--- config.mk ---
export PLATFORM = sky130hd
export DESIGN_NAME = axis_input_scheduler
export DESIGN_NICKNAME = d
export VERILOG_FILES = /design/src/rtl/axis_input_scheduler.sv
export SDC_FILE = /design/constraint.sdc
export NUM_CORES = 1
export LEC_CHECK = 0
export CORE_UTILIZATION = 45
export CTS_CLUSTER_DIAMETER = 40
export DETAILED_ROUTE_END_ITERATION = 7
export DONT_BUFFER_PORTS = 1
export HOLD_SLACK_MARGIN = 0.06
export SYNTH_ARGS = -nofsm -noshare
export SYNTH_HDL_FRONTEND = slang
export SYNTH_SLANG_ARGS = --single-unit
--- constraint.sdc ---
create_clock -name aclk -period 7.85 [get_ports aclk]
set_clock_uncertainty 0.2 [all_clocks]
set_input_delay 1.1775 -clock aclk [delete_from_list [all_inputs] [get_ports aclk]]
set_output_delay 1.1775 -clock aclk [all_outputs]
set_load 0.05 [all_outputs]
--- src/rtl/axis_input_scheduler.sv ---
// axis_input_scheduler
//   Gates three upstream AXI-Stream handshakes (pixel 1, pixel 2, weight) into
//   an input pipe. Each iteration passes an exact number of beats per stream,
//   then waits for the pipe's last output beat, idles GAP_CYCLES, and repeats.
//   Only the handshakes pass through this block; the data does not.
// Ports:
//   aclk, aresetn                    clock, async active-low reset
//   start, cfg_*                     job request and config (used in IDLE only)
//   up_*_tvalid/tlast/tready         upstream side of each stream
//   dn_*_tvalid/tready               pipe side of each stream
//   m_axis_tvalid/tready/tlast       monitor of the pipe output
//   busy, done, itr, err             status; done is a pulse, err is sticky
module axis_input_scheduler #(
  parameter int BEATS_W    = 16,
  parameter int ITR_W      = 8,
  parameter int GAP_CYCLES = 100
) (
  input  logic               aclk,
  input  logic               aresetn,
  input  logic               start,
  input  logic               cfg_is_max,
  input  logic [ITR_W-1:0]   cfg_iterations,
  input  logic [BEATS_W-1:0] cfg_beats_1,
  input  logic [BEATS_W-1:0] cfg_beats_w,
  input  logic               up_px1_tvalid,
  input  logic               up_px1_tlast,
  output logic               up_px1_tready,
  input  logic               up_px2_tvalid,
  input  logic               up_px2_tlast,
  output logic               up_px2_tready,
  input  logic               up_w_tvalid,
  input  logic               up_w_tlast,
  output logic               up_w_tready,
  output logic               dn_px1_tvalid,
  input  logic               dn_px1_tready,
  output logic               dn_px2_tvalid,
  input  logic               dn_px2_tready,
  output logic               dn_w_tvalid,
  input  logic               dn_w_tready,
  input  logic               m_axis_tvalid,
  input  logic               m_axis_tready,
  input  logic               m_axis_tlast,
  output logic               busy,
  output logic               done,
  output logic [ITR_W-1:0]   itr,
  output logic               err
);
  localparam int GW = (GAP_CYCLES > 1) ? $clog2(GAP_CYCLES) : 1;

  typedef enum logic [1:0] {IDLE, FEED, WAIT, GAP} state_t;
  state_t state, state_nxt;

  // Stream index: 0 = px1, 1 = px2, 2 = w
  logic [2:0]              en, upv, upl, dnr, acc, last, fin;
  logic [2:0][BEATS_W-1:0] cnt, beats;
  logic [ITR_W-1:0]        iterations;
  logic [GW-1:0]           gap_cnt;
  logic                    is_max, out_seen, out_hs, cfg_bad, gap_end, last_itr;
  logic                    go_feed, fin_job, px2_en;

  assign upv = {up_w_tvalid, up_px2_tvalid, up_px1_tvalid};
  assign upl = {up_w_tlast,  up_px2_tlast,  up_px1_tlast};
  assign dnr = {dn_w_tready, dn_px2_tready, dn_px1_tready};

  assign dn_px1_tvalid = up_px1_tvalid & en[0];
  assign dn_px2_tvalid = up_px2_tvalid & en[1];
  assign dn_w_tvalid   = up_w_tvalid   & en[2];
  assign up_px1_tready = dn_px1_tready & en[0];
  assign up_px2_tready = dn_px2_tready & en[1];
  assign up_w_tready   = dn_w_tready   & en[2];

  assign acc = upv & dnr & en;

  // A stream is finished once disabled, or when its final beat goes this cycle.
  always_comb begin
    last = '0;
    fin  = '0;
    for (int i = 0; i < 3; i++) begin
      last[i] = (cnt[i] == beats[i] - 1'b1);
      fin[i]  = ~en[i] | (acc[i] & last[i]);
    end
  end

  assign out_hs   = m_axis_tvalid & m_axis_tready & m_axis_tlast;
  assign cfg_bad  = (cfg_beats_1 == '0) | (cfg_beats_w == '0) |
                    (cfg_is_max & (cfg_beats_1 == BEATS_W'(1)));
  assign gap_end  = (gap_cnt == GW'(GAP_CYCLES - 1));
  assign last_itr = (({1'b0, itr} + 1'b1) == {1'b0, iterations});
  // First FEED of a job comes straight from IDLE, before cfg is latched.
  assign px2_en   = (state == IDLE) ? cfg_is_max : is_max;
  assign busy     = (state != IDLE);

  always_ff @(posedge aclk or negedge aresetn) begin
    if (!aresetn) state <= IDLE;
    else          state <= state_nxt;
  end

  always_comb begin
    state_nxt = state;
    go_feed   = 1'b0;
    fin_job   = 1'b0;
    case (state)
      IDLE: if (start && !cfg_bad && cfg_iterations != '0) begin
        state_nxt = FEED;
        go_feed   = 1'b1;
      end
      FEED: if (&fin) state_nxt = WAIT;
      WAIT: if (out_seen | out_hs) state_nxt = GAP;
      GAP: if (gap_end) begin
        if (last_itr) begin
          state_nxt = IDLE;
          fin_job   = 1'b1;
        end else begin
          state_nxt = FEED;
          go_feed   = 1'b1;
        end
      end
      default: state_nxt = IDLE;
    endcase
  end

  always_ff @(posedge aclk or negedge aresetn) begin
    if (!aresetn) begin
      en         <= '0;
      cnt        <= '0;
      beats      <= '0;
      iterations <= '0;
      is_max     <= 1'b0;
      itr        <= '0;
      done       <= 1'b0;
      err        <= 1'b0;
      out_seen   <= 1'b0;
      gap_cnt    <= '0;
    end else begin
      done <= 1'b0;
      if (state == IDLE && start) begin
        is_max     <= cfg_is_max;
        iterations <= cfg_iterations;
        beats[0]   <= cfg_beats_1;
        beats[1]   <= cfg_beats_1 - 1'b1;
        beats[2]   <= cfg_beats_w;
        itr        <= '0;
        cnt        <= '0;
        err        <= cfg_bad;
        if (cfg_bad || cfg_iterations == '0) done <= 1'b1;
      end
      for (int i = 0; i < 3; i++) begin
        if (acc[i]) begin
          cnt[i] <= cnt[i] + 1'b1;
          if (upl[i] != last[i]) err <= 1'b1;
          if (last[i]) en[i] <= 1'b0;
        end
      end
      if ((state == FEED || state == WAIT) && out_hs) out_seen <= 1'b1;
      gap_cnt <= (state == GAP) ? gap_cnt + 1'b1 : '0;
      if (go_feed) begin
        en       <= {1'b1, px2_en, 1'b1};
        cnt      <= '0;
        out_seen <= 1'b0;
      end
      if (fin_job) done <= 1'b1;
      if (state == GAP && gap_end && !last_itr) itr <= itr + 1'b1;
    end
  end
endmodule

-- Yosys cells after proc, flatten, opt, wreduce, memory -nomap -nowiden
Cells that the tools add are included.
- add/sub/neg operators: 10
- equality and inequality tests: 16
- mux-type cells: 41
- bitwise logic cells: 23
- reductions and logical operators: 32
- operators with widths (cell ; count):
    $mux 48 ; 2
    $sub 16x1->16 const B ; 4
    $add 16x1->16 const B ; 3
    $eq 16x16->1 ; 3
    $mux 16 ; 3
    $logic_not 16->1 ; 2
    $mux 1 ; 26
    $reduce_bool 2->1 ; 9
    $eq 16x1->1 const B ; 1
    $mux 8 ; 2
    $and 1x1->1 ; 12
    $add 8x1->9 const B ; 1
    $eq 9x8->1 ; 1
    $reduce_bool 3->1 ; 3
    $add 8x1->8 const B ; 1
    $logic_not 8->1 ; 1
    $mux 2 ; 4
    $pmux 2 s4 ; 1
    $reduce_bool 8->1 ; 1
    $add 7x1->7 const B ; 1
    $eq 7x7->1 const B ; 1
    $mux 7 ; 1
    $and 3x3->3 ; 2
    $logic_and 1x1->1 ; 6
    other kinds (15) ; 31
- register bits after elaboration: 128
- input bits: 56

-- Depth between registers and ports, before layout
Gate-level depths: netlist of the first run.
- depth after elaboration: 10
- depth in mapped cells: 11
- mapped depth without buffers: 10

-- Least setup slack after synthesis of the first run
Ideal clock, no wire load.
- path kind: input -> register
- start point: in cfg_beats_1[7]
- end point: reg cnt[35] (netlist name)
- setup time: 0.082 ns
- arrival: 3.229 ns
- required time: 7.568 ns
- setup slack: 4.339 ns
- stages on the path: 9
- path buffers: 2
- path through: nor4_1 -> nor4bb_1 -> a211oi_1 -> a31oi_1 -> a32o_1 -> clkbuf_1 -> clkbuf_1 -> nand2_1 -> a31oi_1
- longest elaborated chain between the ends: 9
- ends and longest elaborated chain (what ; RTL line ; RTL):
    start, declared ; 23 ; input logic [BEATS_W-1:0] cfg_beats_1,
    $eq 16x1->1 / $logic_not 16->1 (equally long branches) ; 86, 85 ;
    $and 1x1->1 / $or 1x1->1 (equally long branches) ; 86, 85 ;
    $or 1x1->1 (*) ; 85 ; assign cfg_bad = (cfg_beats_1 == '0) | (cfg_beats_w == '0) |
    $logic_not 1->1 (*) ; 103 ; IDLE: if (start && !cfg_bad && cfg_iterations != '0) begin
    $logic_and 1x1->1 (*) (2 in series) ; 103 ;
    $mux 1 (*) ; 103 ;
    $pmux 1 s2 (*) ; 102 ; case (state)
    $reduce_bool 3->1 (no source line) / $mux 48 (equally long branches) ; n/a ;
    end signal, assigned by index ; 149 ; cnt[i] <= cnt[i] + 1'b1;
    end, declared ; 55 ; logic [2:0][BEATS_W-1:0] cnt, beats;
Every way passes the cells marked *; elsewhere a longest branch is shown, timed or not.
A chain may end at the register's enable or synchronous reset.

-- Final worst setup path of the first run
- start point: reg itr[0]
- end point: reg cnt[37] (netlist name)
- longest elaborated chain between the ends: 6
- ends and longest elaborated chain (what ; RTL line ; RTL):
    start, declared ; 45 ; output logic [ITR_W-1:0] itr,
    start signal, assigned ; 162 ; if (state == GAP && gap_end && !last_itr) itr <= itr + 1'b1;
    $add 8x1->9 (*) ; 88 ; assign last_itr = (({1'b0, itr} + 1'b1) == {1'b0, iterations});
    $eq 9x8->1 (*) ; 88 ;
    $mux 1 (*) ; 110 ; if (last_itr) begin
    $mux 1 (*) ; 109 ; GAP: if (gap_end) begin
    $pmux 1 s2 (*) ; 102 ;
    $reduce_bool 3->1 (no source line) / $mux 48 (equally long branches) ; n/a ;
Marks and branches as above.

==> results of run 1 <==
[report_power, final]
group          internal [mW]  switching (mW)  leakage, nW
combinational          0.492           0.538         1.72
sequential             0.849           0.295         1.64
clock                  0.492           0.300        0.280
[sequential cells by signal (all words and copies together), names as in the netlist]
| signal | flops |
|---|---|
| itr | 8 |
| iterations | 8 |
| beats | 48 |
| is_max | 1 |
| state | 2 |
| err | 1 |
| gap_cnt | 7 |
| done | 1 |
| cnt | 48 |
| out_seen | 1 |
| en | 3 |
[area by class of cell]
| class | count | area [um2] | area share [%] |
|---|---|---|---|
| Multi-Input combinational cell | 675 | 4559 | 51.59 |
| Sequential cell | 128 | 3203 | 36.24 |
| Clock buffer | 23 | 478.0 | 5.408 |
| Tap cell | 225 | 281.5 | 3.185 |
| Inverter | 48 | 180.2 | 2.039 |
| Clock inverter | 9 | 106.4 | 1.203 |
| Timing Repair Buffer | 4 | 30.03 | 0.3398 |
[synthesized netlist by cell type (4+ instances only)]
cell type  number  area (um2)
and3_1         29       181.4
o211ai_1        5       37.54
nor2_1         51       191.4
a21o_1          6       45.04
xnor2_1        48       420.4
a21oi_1        42       210.2
a31oi_1        21       131.4
nand4_1        11       68.82
dfrtp_1       128        3203
o21a_1          5       37.54
ha_1           14       175.2
mux2_2         41       461.7
clkbuf_1       31       116.4
mux2i_1         9       90.09
and2_1         10       62.56
o41ai_1         4       35.03
nand2b_1       25       156.4
nor4b_1         5       43.79
a22o_1          6       52.55
nand3b_1        7       52.55
or4_1           9       67.56
nand3_1        49       245.2
or3_1          10       62.56
o31ai_1         6       45.04
o21ai_0        54       270.3
nand2_1        54       202.7
o211a_1         5       50.05
inv_1          48       180.2
xor2_1         40       350.3
nor4_1         24       150.1
nor3_1         24       120.1
buf_1           6       22.52
o22ai_1         4       25.02
[stage by stage]
stage | util, % | hold WS, ps | cells
floorplan | - | 216.8 | 889
global placement | 47.39 | 237.0 | 1080
detailed placement | 47.39 | 239.8 | 1080
CTS | 50.75 | 237.8 | 1112
global route | 50.75 | 228.9 | 1112
finish | 50.75 | 244.0 | 1112
[worst register-to-register path: stages, from the launching register on]
cell and delay, ps:
dfrtp_1 730, ha_1 330, nand3_1 200, o21a_1 280, nor4_1 290, o221ai_1 180, o31ai_2 710, buf_4 310
a32o_1 830, o21ai_0 200, a31oi_1 230
[kinds of logic (layout without fill, tap and decap cells)]
family | Yosys count | in the layout
xor+xnor | 88 | 88
buf+inv | 86 | 84
mux | 50 | 50
flops | 128 | 128
compound gates | 191 | 191
simple gates | 332 | 332
fa+ha+maj | 14 | 14
[metal layers]
metal	GRT usage (%)	vias up
li1	-	3206
met1	29.70	3145
met2	35.18	145
met3	6.786	21
met4	6.296	0
met5	0	-
[worst min path at each step]
stage,from,endpoint,cells after the start
2_1_floorplan,gap_cnt[0],gap_cnt[0],1
3_3_place_gp,gap_cnt[0],gap_cnt[0],1
3_5_place_dp,gap_cnt[0],gap_cnt[0],1
4_1_cts,aresetn,done,0
5_1_grt,aresetn,done,0
6_report,gap_cnt[0],gap_cnt[0],1
==> run_results.csv, run 1 <==
group,metric,value,unit
synth,avgSynthCellArea,9.082,um2
worst_setup_path,cp_num_buf_inv,1,
timing,setup_slack,3265,ps
synth,synth_xor_area_share,9.546,%
synth,synth_mux_area_share,6.834,%
detailed_routing,drt-met1-wl,9150,um
grt,grt_usage,22.38,%
cells_and_area,fillCellCount,1676,
timing,grt_setup_unrepaired,"no",
timing,fin_setup_tns,0,ps
clock_tree,cts_buffer_depth,2,
flow_run,max_cap_viol_count,0,
clock_tree,clkTransAtPathRegs,60,ps
timing,max-slew-margin-rel,28.26,%
min_path,hold_path.class,"reg2reg",
timing,worstMarginPinSlew,1066,ps
clock_tree,post_cts.repair.setup_buffers,0,
clock_tree,cts_resized,0,
timing,setup_viol,0,
cells_and_area,antenna_cells,0,
clock_tree,insertion_delay,420,ps
worst_setup_path,required,7990,ps
floorplan,die_w,136.0,um
detailed_routing,drt_first_pass_iters,5,
timing,max_freq,218.1,MHz
detailed_routing,avgRoutedWirePerCell,17.54,um
synth,syn-cell-area,0.008074,mm2
floorplan,core_area,0.01742,mm2
worst_setup_path,crit_chain,"ha_1 > nand3_1 > o21a_1 > nor4_1 > o221ai_1 > o31ai_2 > buf_4 > a32o_1 > o21ai_0 > a31oi_1",
pwr,p_total,2.965,mW
clock_tree,cts_buffers,17,
detailed_routing,ant_nets,0,
place,place_congestion,0.8289,
detailed_routing,vias,6517,
worst_setup_path,crit_path_end,"cnt[37]",
worst_setup_path,worstPathMaxFanout,29,
worst_setup_path,r2r_end,"cnt[37]",
floorplan,start_util,46.36,%
detailed_routing,drt-initial-drc-count,441,
timing,fin_crit,4585,ps
place,dp_hpwl,13910,um
grt,grt_pass1_wl,31950,um
worst_setup_path,slowest_delay,830,ps
cells_and_area,layout.nets,944,
detailed_routing,wirelength,19510,um
synth,synth_ff_type,"dfrtp_1",
grt,grt-ovfl-total,0,
clock_tree,cts_hold_buf,0,
grt,antenna_found_initial,0,
worst_setup_path,slowest_stage,"a32o_1",
cells_and_area,design_area,0.008838,mm2
timing,slew_violations,0,
worst_setup_path,setup.worst_path.end_class,"register",
synth,synth_warnings,0,
grt,grt_pass1_vias,6269,
status,status,"finished, final reports clean",
worst_setup_path,reg2reg_depth,10,
worst_setup_path,r2r-start,"itr[0]",
clock_tree,cts_num_sinks,128,
pwr,power_density,335.5,mW/mm2
synth,async_flop_share,100.0,%
worst_setup_path,crit_cells,10,
synth,syn-num-nets,959,
synth,synth_top_family_by_area,"simple AND/OR/NAND/NOR gates",
clock_tree,root_buffer,"clkbuf_16",
place,place_area,0.008254,mm2
floorplan,io_pins,73,
floorplan,rows,48,
timing,fin_crit_sh,58.40,%
floorplan,dieArea,0.01848,mm2
worst_setup_path,startpoint_type,"register",
cells_and_area,mostFrequentLayoutCells,"dfrtp_1 (128), o21ai_0 (54), nand2_1 (53)",
worst_setup_path,critPathKind,"reg2reg",
cells_and_area,final_common_cell,"dfrtp_1",
pwr,ir_worst_vdd,0.2236,mV
floorplan,die_y,136.0,um
clock_tree,htreeDepth,4,
synth,ys_types,64,
worst_setup_path,cp_data_arrival_time,4730,ps
detailed_routing,wl_met2,8864,um
synth,ys_seq_area_share,39.67,%
place,port_buffers,0,
place,dp_slack,3356,ps
timing,hold_viol_final,0,
synth,synth_edf_count,0,
detailed_routing,drt-vias-per-instance,5.861,
cells_and_area,drive_gt1_share,9.470,%
synth,synth_compound_area_share,15.23,%
cells_and_area,syn_to_final_growth,9.468,%
worst_setup_path,r2r_slack,3270,ps
detailed_routing,top_layer,"met4",
pwr,p_leak,3.644,nW
detailed_routing,route.met3.wl,1240,um
worst_setup_path,startpoint,"itr[0]",
grt,grt_start_max_net_pins,129,
worst_setup_path,cp_top_family,"compound AO/OA/AOI/OAI gates",
synth,synth_cells,889,
synth,synthSimpleGateAreaFrac,22.53,%
clock_tree,tritoncts,"yes",
detailed_routing,route.detailed.drc,0,
synth,ys_ff_latch,128,
synth,synthAdderAreaFrac,2.170,%
No activity file was read; power rests on OpenSTA's default activity.
==> run 2, diff against run 1 <==
==> constraint.sdc (replaced) <==
create_clock -name aclk -period 4.7 [get_ports aclk]
set_clock_uncertainty 0.2 [all_clocks]
set_input_delay 0.705 -clock aclk [delete_from_list [all_inputs] [get_ports aclk]]
set_output_delay 0.705 -clock aclk [all_outputs]
set_load 0.05 [all_outputs]
==> run_results.csv, run 2 (synthesis results as in run 1) <==
group,metric,value,unit
grt,grt-ovfl-total,0,
grt,use_met2,35.57,%
clock_tree,cts_num_sinks,128,
pwr,p_int,3.111,mW
clock_tree,cts_buffers,17,
clock_tree,clkTransAtPathRegs,60,ps
min_path,hold_path.class,"in2async",
timing,setup_slack,1015,ps
timing,max_freq,271.4,MHz
grt,grt_use_met3,6.189,%
worst_setup_path,setup.worst_path.end_class,"register",
grt,grt_pass1_wl,31410,um
worst_setup_path,r2r_end,"cnt[31]",
grt,busiest_layer,"met2",
pwr,p_sw_share,37.90,%
detailed_routing,drt-initial-drc-count,440,
cells_and_area,syn_to_final_growth,10.66,%
worst_setup_path,worstPathMaxFanout,28,
timing,setup_viol,0,
worst_setup_path,critPathKind,"reg2reg",
cells_and_area,multi_input_area,0.004559,mm2
clock_tree,post_cts.repair.setup_buffers,0,
timing,worstMarginPinSlew,938.1,ps
worst_setup_path,cp_data_arrival_time,3840,ps
grt,met1_usage,29.06,%
clock_tree,tritoncts,"yes",
clock_tree,cts_hold_buf,1,
pwr,p_total,5.009,mW
detailed_routing,ant_nets,0,
floorplan,die_y,136.0,um
detailed_routing,drt-vias-per-instance,5.788,
flow_run,max_cap_viol_count,0,
timing,slew_violations,0,
pwr,combPwrFrac,35.1,%
worst_setup_path,required,4850,ps
clock_tree,cts_resized,0,
worst_setup_path,startpoint_type,"register",
grt,antenna_found_initial,0,
pwr,clock_power_share,27.0,%
floorplan,die_w,136.0,um
detailed_routing,avgRoutedWirePerCell,17.25,um
grt,grt_pass1_vias,6132,
cells_and_area,seq_area,0.003203,mm2
place,dp_hpwl,13770,um
worst_setup_path,r2r_slack,1020,ps
grt,grt_usage,22.04,%
cells_and_area,antenna_cells,0,
cells_and_area,reg_top3,"beats: 48 flops, cnt: 48 flops",
status,status,"finished, final reports clean",
floorplan,dieArea,0.01848,mm2
timing,grt_setup_unrepaired,"no",
clock_tree,htreeDepth,4,
pwr,power_density,560.6,mW/mm2
pwr,p_seq_share,37.9,%
detailed_routing,route.detailed.drc,0,
cells_and_area,fillCellCount,1626,
cells_and_area,drive_gt1_share,10.17,%
floorplan,core_area,0.01742,mm2
clock_tree,insertion_delay,420,ps
cells_and_area,mostFrequentLayoutCells,"dfrtp_1 (128), o21ai_0 (54), nand2_1 (53)",
place,port_buffers,0,
timing,fin_crit,3685,ps
worst_setup_path,reg2reg_depth,8,
cells_and_area,utilization,51.30,%
clock_tree,root_buffer,"clkbuf_16",
cells_and_area,fin_cells,1120,
cells_and_area,layout.nets,952,
pwr,power_switching,1.898,mW
timing,max-slew-margin-rel,37.40,%
timing,hold_viol_final,0,
place,dpl.cell_count,1087,
place,dp_slack,1117,ps
pwr,ir_worst_vdd,0.4063,mV
detailed_routing,drt_first_pass_iters,5,
worst_setup_path,r2r-start,"itr[3]",
pwr,p_leak,3.702,nW
detailed_routing,vias,6483,
floorplan,io_pins,73,
cells_and_area,final_common_cell,"dfrtp_1",
clock_tree,cts_buffer_depth,2,
floorplan,start_util,46.36,%
floorplan,rows,48,
grt,grt_start_max_net_pins,129,
place,place_congestion,0.8717,
timing,fin_setup_tns,0,ps
timing,fin_crit_sh,78.40,%
detailed_routing,wirelength,19330,um
==> run 2: cell count changes in the layout (fill, tap and decap cells not counted), sizes merged <==
cell,before,now
clkinv,3,4
buf,4,12
inv,49,48
bufinv,2,3
clkinvlp,3,2
==> run 2: worst max-delay path: stages (launching register included) <==
cell and delay [ps]:
dfrtp_1 740, nand3_1 320, o21a_1 270, nor4_1 270, o221ai_1 200, o31ai_2 650
a31o_2 620, and3_1 240, a221o_1 100
==> run 2: final cells by class <==
| cell class | count | share of cell area (%) |
|---|---|---|
| Clock buffer | 23 | 5.237 |
| Clock inverter | 9 | 1.484 |
| Inverter | 48 | 2.017 |
| Multi-Input combinational cell | 675 | 51.03 |
| Sequential cell | 128 | 35.85 |
| Tap cell | 225 | 3.151 |
| Timing Repair Buffer | 12 | 1.232 |
==> run 2: stage by stage <==
| step | instance area (um2) | hold slack [ps] |
|---|---|---|
| CTS | 8935 | 94.91 |
| global placement | 8307 | 215.6 |
| floorplan | 8074 | 209.4 |
| detailed placement | 8307 | 216.1 |
| finish | 8935 | 25.25 |
| global route | 8935 | 67.61 |
==> run 2: power by group through the flow <==
stage	Sequential (mW)	Clock [mW]	Combinational [mW]
detailed placement	1.91	0	1.73
finish	1.90	1.35	1.76
CTS	1.90	1.38	1.76
global route	1.96	1.42	1.97
global placement	1.91	0	1.71
floorplan	1.71	0	1.53
==> run 2: routing by layer <==
layer | up-vias | routed length [um]
met5 | - | 0
met4 | 0 | 170
met3 | 13 | 1170
met2 | 143 | 8907
met1 | 3101 | 9077
li1 | 3226 | -
==> run 2: worst max path at each step <==
stage	from	to	slack, ps
finish	itr[3]	cnt[31]	1020
global route	itr[3]	cnt[28]	750
CTS	itr[3]	cnt[31]	1040
detailed placement	itr[3]	cnt[31]	1120
global placement	beats[32]	state[0]	1150
floorplan	itr[0]	cnt[11]	1250
